File: src/rtl/ram64_pkg.sv
// ram64_pkg: shared constants and state encoding for the RAM64 block copier.
//   RAM_AW    - RAM64 word address width (64 words)
//   RAM_DW    - RAM64 data word width
//   LEN_W     - width of the word-count request field
//   MAX_WORDS - largest copy length; longer requests are clamped to it
// Build option: RAM64_COPIER_VERIFY_EN adds the S_VFY read-back state.
package ram64_pkg;

  localparam int unsigned RAM_AW    = 6;
  localparam int unsigned RAM_DW    = 16;
  localparam int unsigned LEN_W     = 7;
  localparam int unsigned MAX_WORDS = 64;

  typedef enum logic [2:0] {
    S_IDLE,
    S_RD,
    S_WR,
`ifdef RAM64_COPIER_VERIFY_EN
    S_VFY,
`endif
    S_DONE
  } state_t;

endpackage

File: src/rtl/ram64_copier_if.sv
// ram64_copier_if: request handshake plus RAM64 port of the copier.
//   start/src/dst/len : copy request (environment -> copier)
//   busy/done         : status (copier -> environment)
//   mem_e/mem_w/mem_r/mem_adr/mem_din : RAM64 controls (copier -> RAM)
//   mem_dout          : RAM64 read data (RAM -> copier)
//   err               : sticky verify mismatch (RAM64_COPIER_VERIFY_EN only)
// Modports: master = copier side, slave = requester/RAM side.
interface ram64_copier_if
  import ram64_pkg::*;
#(
  parameter int unsigned AW = RAM_AW,
  parameter int unsigned DW = RAM_DW
);

  logic             start;
  logic [AW-1:0]    src;
  logic [AW-1:0]    dst;
  logic [LEN_W-1:0] len;
  logic             busy;
  logic             done;
  logic             mem_e;
  logic             mem_w;
  logic             mem_r;
  logic [AW-1:0]    mem_adr;
  logic [DW-1:0]    mem_din;
  logic [DW-1:0]    mem_dout;
`ifdef RAM64_COPIER_VERIFY_EN
  logic             err;

  modport master (
    input  start, src, dst, len, mem_dout,
    output busy, done, mem_e, mem_w, mem_r, mem_adr, mem_din, err
  );

  modport slave (
    output start, src, dst, len, mem_dout,
    input  busy, done, mem_e, mem_w, mem_r, mem_adr, mem_din, err
  );
`else
  modport master (
    input  start, src, dst, len, mem_dout,
    output busy, done, mem_e, mem_w, mem_r, mem_adr, mem_din
  );

  modport slave (
    output start, src, dst, len, mem_dout,
    input  busy, done, mem_e, mem_w, mem_r, mem_adr, mem_din
  );
`endif

endinterface

File: src/rtl/ram64_copier_addr_gen.sv
// addr_gen: base + index word address, wrapping modulo 2**AW (64 words).
//   i_base - first word address of the region
//   i_idx  - word index within the copy
//   o_adr  - wrapped word address
module addr_gen
  import ram64_pkg::*;
#(
  parameter int unsigned AW = RAM_AW
) (
  input  logic [AW-1:0] i_base,
  input  logic [AW-1:0] i_idx,
  output logic [AW-1:0] o_adr
);

  // Natural AW-bit overflow provides the wrap.
  assign o_adr = i_base + i_idx;

endmodule

File: src/rtl/ram64_copier.sv
// ram64_copier: copies len words from src to dst in a RAM64, one word per
// RD/WR pair in strictly ascending order (overlaps replicate forward).
//   clk, rst : clock, asynchronous active-high reset
//   bus      : ram64_copier_if master modport (request, status, RAM64 port)
// Build option: RAM64_COPIER_VERIFY_EN adds a VFY read-back after every
// write and a sticky err flag, cleared by reset or the next accepted start.
// All outputs are registered; RAM addresses for the next state are formed
// one cycle ahead by the two addr_gen instances.
module ram64_copier
  import ram64_pkg::*;
#(
  parameter int unsigned AW = RAM_AW,
  parameter int unsigned DW = RAM_DW
) (
  input  logic           clk,
  input  logic           rst,
  ram64_copier_if.master bus
);

  localparam logic [LEN_W-1:0] MAX_LEN = LEN_W'(MAX_WORDS);

  state_t           r_state;
  logic [AW-1:0]    r_src;
  logic [AW-1:0]    r_dst;
  logic [AW-1:0]    r_i;
  logic [LEN_W-1:0] r_len;
  logic [DW-1:0]    r_buf;
  logic             r_busy;
  logic             r_done;
  logic             r_mem_e;
  logic             r_mem_w;
  logic             r_mem_r;
  logic [AW-1:0]    r_mem_adr;
`ifdef RAM64_COPIER_VERIFY_EN
  logic             r_err;
`endif

  logic [LEN_W-1:0] w_len_eff;
  logic [AW-1:0]    w_src_base;
  logic [AW-1:0]    w_src_idx;
  logic [AW-1:0]    w_src_adr;
  logic [AW-1:0]    w_dst_adr;
  logic             w_last;
  logic             w_adv;

  // Requests above 64 words are clamped.
  assign w_len_eff = (bus.len > MAX_LEN) ? MAX_LEN : bus.len;

  // Source address for the upcoming RD: word 0 of the new request while
  // idle, otherwise the word after the current one.
  assign w_src_base = (r_state == S_IDLE) ? bus.src : r_src;
  assign w_src_idx  = (r_state == S_IDLE) ? '0 : (r_i + AW'(1));
  assign w_last     = (LEN_W'(r_i) == (r_len - LEN_W'(1)));

`ifdef RAM64_COPIER_VERIFY_EN
  assign w_adv = (r_state == S_VFY);
`else
  assign w_adv = (r_state == S_WR);
`endif

  addr_gen #(.AW(AW)) u_src_gen (
    .i_base (w_src_base),
    .i_idx  (w_src_idx),
    .o_adr  (w_src_adr)
  );

  addr_gen #(.AW(AW)) u_dst_gen (
    .i_base (r_dst),
    .i_idx  (r_i),
    .o_adr  (w_dst_adr)
  );

  // Copy FSM with registered outputs loaded for the state being entered.
  always_ff @(posedge clk or posedge rst) begin
    if (rst) begin
      r_state   <= S_IDLE;
      r_src     <= '0;
      r_dst     <= '0;
      r_i       <= '0;
      r_len     <= '0;
      r_buf     <= '0;
      r_busy    <= 1'b0;
      r_done    <= 1'b0;
      r_mem_e   <= 1'b0;
      r_mem_w   <= 1'b0;
      r_mem_r   <= 1'b0;
      r_mem_adr <= '0;
`ifdef RAM64_COPIER_VERIFY_EN
      r_err     <= 1'b0;
`endif
    end else begin
      r_done <= 1'b0;
      case (r_state)
        S_IDLE: begin
          if (bus.start) begin
`ifdef RAM64_COPIER_VERIFY_EN
            r_err <= 1'b0;
`endif
            r_busy <= 1'b1;
            if (w_len_eff != '0) begin
              r_src     <= bus.src;
              r_dst     <= bus.dst;
              r_len     <= w_len_eff;
              r_i       <= '0;
              r_mem_e   <= 1'b1;
              r_mem_r   <= 1'b1;
              r_mem_adr <= w_src_adr;
              r_state   <= S_RD;
            end else begin
              r_done  <= 1'b1;
              r_state <= S_DONE;
            end
          end
        end
        S_RD: begin
          r_buf     <= bus.mem_dout;
          r_mem_r   <= 1'b0;
          r_mem_w   <= 1'b1;
          r_mem_adr <= w_dst_adr;
          r_state   <= S_WR;
        end
        S_WR: begin
`ifdef RAM64_COPIER_VERIFY_EN
          // Read back the word just written; address is unchanged.
          r_mem_w <= 1'b0;
          r_mem_r <= 1'b1;
          r_state <= S_VFY;
`endif
        end
`ifdef RAM64_COPIER_VERIFY_EN
        S_VFY: begin
          if (bus.mem_dout != r_buf) begin
            r_err <= 1'b1;
          end
        end
`endif
        S_DONE: begin
          r_busy  <= 1'b0;
          r_state <= S_IDLE;
        end
        default: r_state <= S_IDLE;
      endcase

      // Advance step shared by WR (plain build) and VFY (verify build).
      if (w_adv) begin
        if (w_last) begin
          r_mem_e   <= 1'b0;
          r_mem_w   <= 1'b0;
          r_mem_r   <= 1'b0;
          r_mem_adr <= '0;
          r_buf     <= '0;
          r_done    <= 1'b1;
          r_state   <= S_DONE;
        end else begin
          r_i       <= r_i + AW'(1);
          r_mem_e   <= 1'b1;
          r_mem_w   <= 1'b0;
          r_mem_r   <= 1'b1;
          r_mem_adr <= w_src_adr;
          r_state   <= S_RD;
        end
      end
    end
  end

  assign bus.busy    = r_busy;
  assign bus.done    = r_done;
  assign bus.mem_e   = r_mem_e;
  assign bus.mem_w   = r_mem_w;
  assign bus.mem_r   = r_mem_r;
  assign bus.mem_adr = r_mem_adr;
  assign bus.mem_din = r_buf;
`ifdef RAM64_COPIER_VERIFY_EN
  assign bus.err     = r_err;
`endif

endmodule

File: src/flat_wrapper.sv
// flat-port wrapper written by rule: the top's interface ports become plain ports
module ram64_copier_flat import ram64_pkg::*;
#(
  parameter int unsigned AW = RAM_AW,
  parameter int unsigned DW = RAM_DW
)
  (clk, rst, bus_start, bus_src, bus_dst, bus_len, bus_mem_dout, bus_busy, bus_done, bus_mem_e, bus_mem_w, bus_mem_r, bus_mem_adr, bus_mem_din);
  ram64_copier_if #(.AW(AW), .DW(DW)) bus_i ();
  input  logic clk;
  input  logic rst;
  input wire logic [$bits(bus_i.start)-1:0] bus_start;
  input wire logic [$bits(bus_i.src)-1:0] bus_src;
  input wire logic [$bits(bus_i.dst)-1:0] bus_dst;
  input wire logic [$bits(bus_i.len)-1:0] bus_len;
  input wire logic [$bits(bus_i.mem_dout)-1:0] bus_mem_dout;
  output wire logic [$bits(bus_i.busy)-1:0] bus_busy;
  output wire logic [$bits(bus_i.done)-1:0] bus_done;
  output wire logic [$bits(bus_i.mem_e)-1:0] bus_mem_e;
  output wire logic [$bits(bus_i.mem_w)-1:0] bus_mem_w;
  output wire logic [$bits(bus_i.mem_r)-1:0] bus_mem_r;
  output wire logic [$bits(bus_i.mem_adr)-1:0] bus_mem_adr;
  output wire logic [$bits(bus_i.mem_din)-1:0] bus_mem_din;
  assign bus_i.start = bus_start;
  assign bus_i.src = bus_src;
  assign bus_i.dst = bus_dst;
  assign bus_i.len = bus_len;
  assign bus_i.mem_dout = bus_mem_dout;
  assign bus_busy = bus_i.busy;
  assign bus_done = bus_i.done;
  assign bus_mem_e = bus_i.mem_e;
  assign bus_mem_w = bus_i.mem_w;
  assign bus_mem_r = bus_i.mem_r;
  assign bus_mem_adr = bus_i.mem_adr;
  assign bus_mem_din = bus_i.mem_din;
  ram64_copier #(.AW(AW), .DW(DW)) u_core (.clk(clk), .rst(rst), .bus(bus_i));
endmodule
File: config.mk
export PLATFORM = sky130hd
export DESIGN_NAME = ram64_copier_flat
export DESIGN_NICKNAME = d
export VERILOG_FILES = /design/src/rtl/ram64_pkg.sv /design/src/rtl/ram64_copier_if.sv /design/src/rtl/ram64_copier_addr_gen.sv /design/src/rtl/ram64_copier.sv /design/src/flat_wrapper.sv
export SDC_FILE = /design/constraint.sdc
export NUM_CORES = 1
export LEC_CHECK = 0
export ABC_AREA = 1
export BUFFER_PORTS_ARGS = -buffer_cell sky130_fd_sc_hd__buf_2
export CORE_MARGIN = 2
export CORE_UTILIZATION = 30
export DETAILED_ROUTE_END_ITERATION = 16
export PLACE_DENSITY_LB_ADDON = 0.08
export SLEW_MARGIN = 20
export SYNTH_ARGS = -nofsm -noshare
export SYNTH_HDL_FRONTEND = slang
export SYNTH_SLANG_ARGS = --single-unit
File: constraint.sdc
create_clock -name clk -period 3.4 [get_ports clk]
set_input_delay 0.68 -clock clk [delete_from_list [all_inputs] [get_ports clk]]
set_output_delay 0.68 -clock clk [all_outputs]
set_load 0.05 [all_outputs]
==> metrics.txt, run 1 <==
DRC viols 0; worst slew pin tran ~0.67 ns; DIE HEIGHT 109 microns; origin of the critical flop-to-flop path u_core.r_state[1]$_DFFE_PP0P_; fraction of registers with async set/reset 100%; nets approximately 530; clk_skew 0.0101 ns; crit path to u_core.bus.mem_adr[4]$_DFFE_PP0P_; worst path bufs/invs 3; Via density between 4 and 5; number of global-route vias before repair roughly 2800; most frequent CP cell nand2_1; Crit Path Max Fanout 13; ratio of cells with drive above 1 in the final layout between 20% and 30%; row count 38; Seq/Total Area, Yosys about two fifths; critical path type reg -> reg; Slowest-stage cell, CP dfrtp_1; Post-CTS Setup Inserts 0; first-pass GRT wire length roughly 14000 microns; # port buffers 64; Reg2Reg Depth 14; IO Count 65; Sequential Area between 1000 and 1500 sq um; reg2reg end u_core.bus.mem_adr[4]$_DFFE_PP0P_; Synth Register Bits between 50 and 60; TritonCTS clock tree built; post-synthesis cell count 410; fill count between 1000 and 1500; Yosys top cell area share approximately two fifths; Synth area leaders dfrtp_1 41%, nand2_1 11%, inv_1 6.2%; Layout area overhead 16.8%; post-CTS sizing 0; worst-skew pair later-pin latency 0.32 ns; vias 2764; Leak a little under 0.002 uW; Root Buffer clkbuf_8; CP Capture Type flop; post-route minimum period around 2.9 ns; Iter 0 DRT Violations between 90 and 100; Worst Path Arrival between 3 and 4 ns; Yosys cell types 36; Crit path depth 14; commonest cells in the netlist 98 x nand2_1, 55 x inv_1, 54 x dfrtp_1; CTS Buf Count 5; mapped cell area 3310 sq um; Max Cap Viol 0; CP Launch Type flop; Worst path max stage delay between 0.4 and 0.5 ns; largest net degree at the start of global routing 29; n_diodes 0; main flop type after synthesis dfrtp_1; worst setup margin between 0.5 and 0.6 ns; RSZ-0062 raised after global routing no; die footprint about 12000 sq um; Pre-Repair DR Iteration Count 4; Max VDD drop between 0.3 and 0.4 mV; Hold WC Path Type in -> async; average cell area after synthesis around 8.1 sq um; remaining antenna violation count 0; clk slew on worst S/H paths between 0.1 and 0.15 ns; final setup fails 0; Placer Congestion 0.809; power per cell area 1070 nW/um^2; initial antenna violation count 0; die width ~110 microns; syn nets ~470; max-slew violation count 0; initial core utilization about 31%; number of synthesized flops with an enable pin 0; Core ar. approximately 11000 sq um; setup TNS 0 ns; Slew headroom 54.7%; reg2reg setup slack roughly 0.50 ns; GR Util All Layers between 10% and 20%; clk sinks 54; H-tree depth 2; Clock Path Buffers 2; Final Cycle Share a little under nine tenths; Tot Pwr 4130 uW; fmax roughly 350 MHz; most frequent cell after synthesis nand2_1; largest area contributor in the netlist dfrtp_1; CP Cell Sequence inv_1 > ha_1 > inv_1 > o21ai_0 > ha_1 > inv_1 > fa_1 > o21ai_0 > xnor2_1 > nand2_1 > nand3_1 > nand2_1 > nand2_1 > nand2_1; drt wl/cell 13.5 microns; Data required, critical path ~3.6 ns; total gr overflow 0; Multi-input gate area ~1600 sq um; critical path's top delay family adder cells; DP Wirelength ~6300 microns; Post-CTS Hold Buffers 0; Final Hold Fails 0; Synth warnings 0; final WL about 8200 microns; status finished clean; worst setup path start u_core.r_state[1]$_DFFE_PP0P_; Setup Slack @ Placement 0.528 ns
-- worst min path at each step --
stage	to	start	slack (ns)	cells after the start
2_1_floorplan	u_core.r_dst[0]$_DFFE_PP0P_	u_core.r_dst[0]$_DFFE_PP0P_	0.45	2
3_3_place_gp	u_core.bus.mem_adr[5]$_DFFE_PP0P_	u_core.bus.mem_adr[5]$_DFFE_PP0P_	0.46	2
3_5_place_dp	u_core.bus.mem_adr[3]$_DFFE_PP0P_	u_core.bus.mem_adr[3]$_DFFE_PP0P_	0.46	2
4_1_cts	u_core.bus.mem_din[2]$_DFF_PP0_	rst	0.46	2
5_1_grt	u_core.bus.mem_din[2]$_DFF_PP0_	rst	0.48	2
6_report	u_core.bus.mem_din[2]$_DFF_PP0_	rst	0.42	2
-- power breakdown --
| part | switching [uW] | internal [uW] | total (uW) |
|---|---|---|---|
| sequential | 214 | 929 | 1140 |
| combinational | 1720 | 817 | 2540 |
| clock | 228 | 217 | 446 |
-- state kept, by name, indices dropped and copies added, names as in the netlist --
signal / cells
u_core.bus.mem_din: 16
u_core.r_len: 7
u_core.bus.mem_adr: 6
u_core.r_dst: 6
u_core.r_i: 6
u_core.r_src: 6
u_core.r_state: 2
u_core.bus.busy: 1
u_core.bus.done: 1
u_core.bus.mem_e: 1
u_core.bus.mem_r: 1
u_core.bus.mem_w: 1
-- layout by cell type (no fill, tap or decap), types with 2 or more instances in the layout --
cell type	synthesis	final
nand4_1	3	3
inv_2	9	10
o22ai_1	5	5
nand3_1	27	27
o211ai_2	8	8
nor2_1	18	18
inv_1	55	54
buf_4	0	3
fa_1	2	2
dfrtp_1	54	54
ha_1	16	16
xor2_1	8	8
buf_2	2	64
clkbuf_8	0	5
or2_2	17	17
a21oi_1	11	11
nand2_1	98	98
nor2_2	4	4
o211ai_1	9	9
nand2_2	4	4
xnor2_1	7	7
o21ai_0	29	29
-- cell families (layout without fill, tap and decap cells) --
family / after synthesis / in the layout / share of synthesized area [%]
AOI/OAI and AO/OA: 69 / 69 / 14.0
xor gates and xnor gates: 15 / 15 / 3.97
adders and majority gates: 18 / 18 / 7.26
buffers and inverters: 77 / 138 / 9.34
DFF: 54 / 54 / 40.8
and+or+nand+nor: 177 / 177 / 24.6
-- worst reg2reg max path, stage by stage, from the launching register on --
cell and delay (ns):
dfrtp_1 0.42, inv_1 0.13, ha_1 0.38, inv_1 0.27, o21ai_0 0.25, ha_1 0.20
inv_1 0.07, fa_1 0.39, o21ai_0 0.22, xnor2_1 0.16, nand2_1 0.07, nand3_1 0.10
nand2_1 0.06, nand2_1 0.05, nand2_1 0.04
-- per-layer routing --
metal	part of all wire [%]	up-vias	track usage, %	wire (microns)
met5	0	-	0	0
met4	1.8	0	4.49	151
met3	3.4	11	1.97	278
met2	44	48	23.5	3650
met1	51	1277	21.4	4160
li1	-	1428	-	-
-- through the flow --
| stage | hold slack (ns) | std cells | instance area [sq um] | util, % |
|---|---|---|---|---|
| 2_1_floorplan | 0.446 | 410 | 3310 | - |
| 3_3_place_gp | 0.463 | 604 | 3760 | 34.8 |
| 3_5_place_dp | 0.462 | 604 | 3760 | 34.8 |
| 4_1_cts | 0.461 | 611 | 3870 | 35.8 |
| 5_1_grt | 0.479 | 611 | 3870 | 35.8 |
| 6_report | 0.423 | 611 | 3870 | 35.8 |
-- layout make-up --
cell class              instances  share of cell area [%]
multi-input cells             279                    42.7
flip-flops and latches         54                    35.0
repair buffers                 67                    8.87
inverters                      64                    6.21
well taps                     140                    4.53
clock buffers                   5                    1.78
clock inverters                 2                    1.00
Note: power is estimated with default switching activity, not from simulation.
==> inputs of run 2 (changes only) <==
- CORE_UTILIZATION: 30 -> 51
==> metrics.txt, run 2 (synthesis results as in run 1) <==
status finished clean (unchanged); post-CTS sizing 0 (unchanged); Setup Slack @ Placement 0.497 ns (was 0.528 ns); Post-CTS Setup Inserts 0 (unchanged); Post-CTS Hold Buffers 0 (unchanged); worst-skew pair later-pin latency 0.30 ns (was 0.32 ns); max FFs per register 16 (unchanged); clk slew on worst S/H paths 0.10 ns (was 0.11 ns); drt wl/cell 13.2 microns (was 13.5 microns); Worst Path Arrival 3.10 ns (was 3.11 ns); CP Capture Type flop (unchanged); power per cell area 1070 nW/um^2 (about the same); ratio of cells with drive above 1 in the final layout 26.8% (was 26.5%); Slew headroom 56.3% (was 54.7%); initial antenna violation count 0 (unchanged); remaining antenna violation count 0 (unchanged); DRC viols 0 (unchanged); DIE HEIGHT 84.6 microns (was 109 microns); vias 2766 (was 2764); clk_skew 0.00525 ns (was 0.0101 ns); row count 29 (was 38); Sequential Area 1350 sq um (unchanged); first-pass GRT wire length 12500 microns (was 13800 microns); H-tree depth 2 (unchanged); Max VDD drop 0.584 mV (was 0.379 mV); final WL 7250 microns (was 8240 microns); worst setup margin 0.497 ns (was 0.503 ns); Multi-input gate area 1650 sq um (unchanged); IO Count 65 (unchanged); Placer Congestion 0.925 (was 0.809); Root Buffer clkbuf_8 (unchanged); DP Wirelength 5710 microns (was 6320 microns); post-route minimum period 2.90 ns (about the same); Data required, critical path 3.60 ns (was 3.61 ns); Crit Path Max Fanout 13 (unchanged); GR Util All Layers 21.5% (was 15.0%); Max Cap Viol 0 (unchanged); CP Launch Type flop (unchanged); Iter 0 DRT Violations 154 (was 97); max-slew violation count 0 (unchanged); critical path type reg -> reg (unchanged); Post-Layout Cell Count 551 (was 611); Clock Path Buffers 2 (unchanged); largest net degree at the start of global routing 33 (was 29); # port buffers 64 (unchanged); most frequent cells in the layout 98 x nand2_1, 64 x buf_2, 54 x inv_1, 54 x dfrtp_1, 29 x o21ai_0 (unchanged); Leak 0.00198 uW (about the same); initial core utilization 52.4% (was 30.7%); number of global-route vias before repair 2656 (was 2771); Via density 5.02 (was 4.52); die footprint 7150 sq um (was 11900 sq um); TritonCTS clock tree built (unchanged); Layout area overhead 14.4% (was 16.8%); commonest non-fill, non-tap cell in the layout nand2_1 (unchanged); fmax 344 MHz (was 345 MHz); setup TNS 0 ns (unchanged); DP Cell Count 543 (was 604); Pre-Repair DR Iteration Count 4 (unchanged); worst slew pin tran 0.655 ns (was 0.675 ns); die width 84.6 microns (was 109 microns); RSZ-0062 raised after global routing no (unchanged); CTS Buf Count 5 (unchanged); n_diodes 0 (unchanged); Hold WC Path Type in -> async (unchanged); Final Hold Fails 0 (unchanged); nets 529 (was 527); final setup fails 0 (unchanged); Core ar. 6310 sq um (was 10800 sq um); Final Cycle Share 85.4% (was 85.2%); fill count 599 (was 1199); clk sinks 54 (unchanged); total gr overflow 0 (unchanged)
run 2: cell count changes in the layout (fill, tap and decap cells not counted), sizes merged:
cell and delta:
bufinv -1, buf +2, clkbuf +2
run 2: final timing paths:
kind | depth (start not counted) | slack [ns] | endpoint | startpoint
max | 14 | 0.50 | u_core.bus.mem_adr[4]$_DFFE_PP0P_ | u_core.r_state[1]$_DFFE_PP0P_
max in group asynchronous | 3 | 2.31 | u_core.r_src[5]$_DFFE_PP0P_ | rst
min | 2 | 0.46 | u_core.bus.mem_din[2]$_DFF_PP0_ | rst
min reg2reg | 2 | 0.49 | u_core.bus.mem_adr[0]$_DFFE_PP0P_ | u_core.bus.mem_adr[0]$_DFFE_PP0P_
min in group clk | 2 | 0.49 | u_core.bus.mem_adr[0]$_DFFE_PP0P_ | u_core.bus.mem_adr[0]$_DFFE_PP0P_
max reg2reg | 14 | 0.50 | u_core.bus.mem_adr[4]$_DFFE_PP0P_ | u_core.r_state[1]$_DFFE_PP0P_
run 2: worst max-delay path: stages (launching register included):
cell and delay [ns]:
dfrtp_1 0.42, inv_1 0.13, ha_1 0.39, inv_1 0.26, o21ai_0 0.23, ha_1 0.19
inv_1 0.07, fa_1 0.40, o21ai_0 0.22, xnor2_1 0.16, nand2_1 0.07, nand3_1 0.10
nand2_1 0.06, nand2_1 0.05, nand2_1 0.05
run 2: cell type report:
class                           count  area share (%)
Sequential cell                    54            35.7
Clock inverter                      1           0.132
Multi-Input combinational cell    279            43.6
Clock buffer                        7            2.28
Inverter                           64            6.35
Timing Repair Buffer               69            9.45
Tap cell                           77            2.54
run 2: power breakdown:
group / switching, uW / internal (uW)
registers: 207 / 929
clock network: 206 / 165
logic: 1720 / 822
run 2: layer usage:
| metal | track usage, % | share of wire, % |
|---|---|---|
| met2 | 35.9 | 49 |
| met3 | 3.24 | 3.6 |
| met4 | 4.47 | 0.61 |
| met5 | 0 | 0 |
| met1 | 29.8 | 47 |
run 2: through the flow:
step                total power, uW  hold slack, ns  instance area [sq um]  utilization (%)
finish                         4050           0.459                   3790             60.0
global route                   4440           0.508                   3790             60.0
CTS                            4090           0.486                   3790             60.0
floorplan                      3150           0.446                   3310                -
detailed placement             3700           0.461                   3690             58.5
global placement               3650           0.461                   3690             58.5
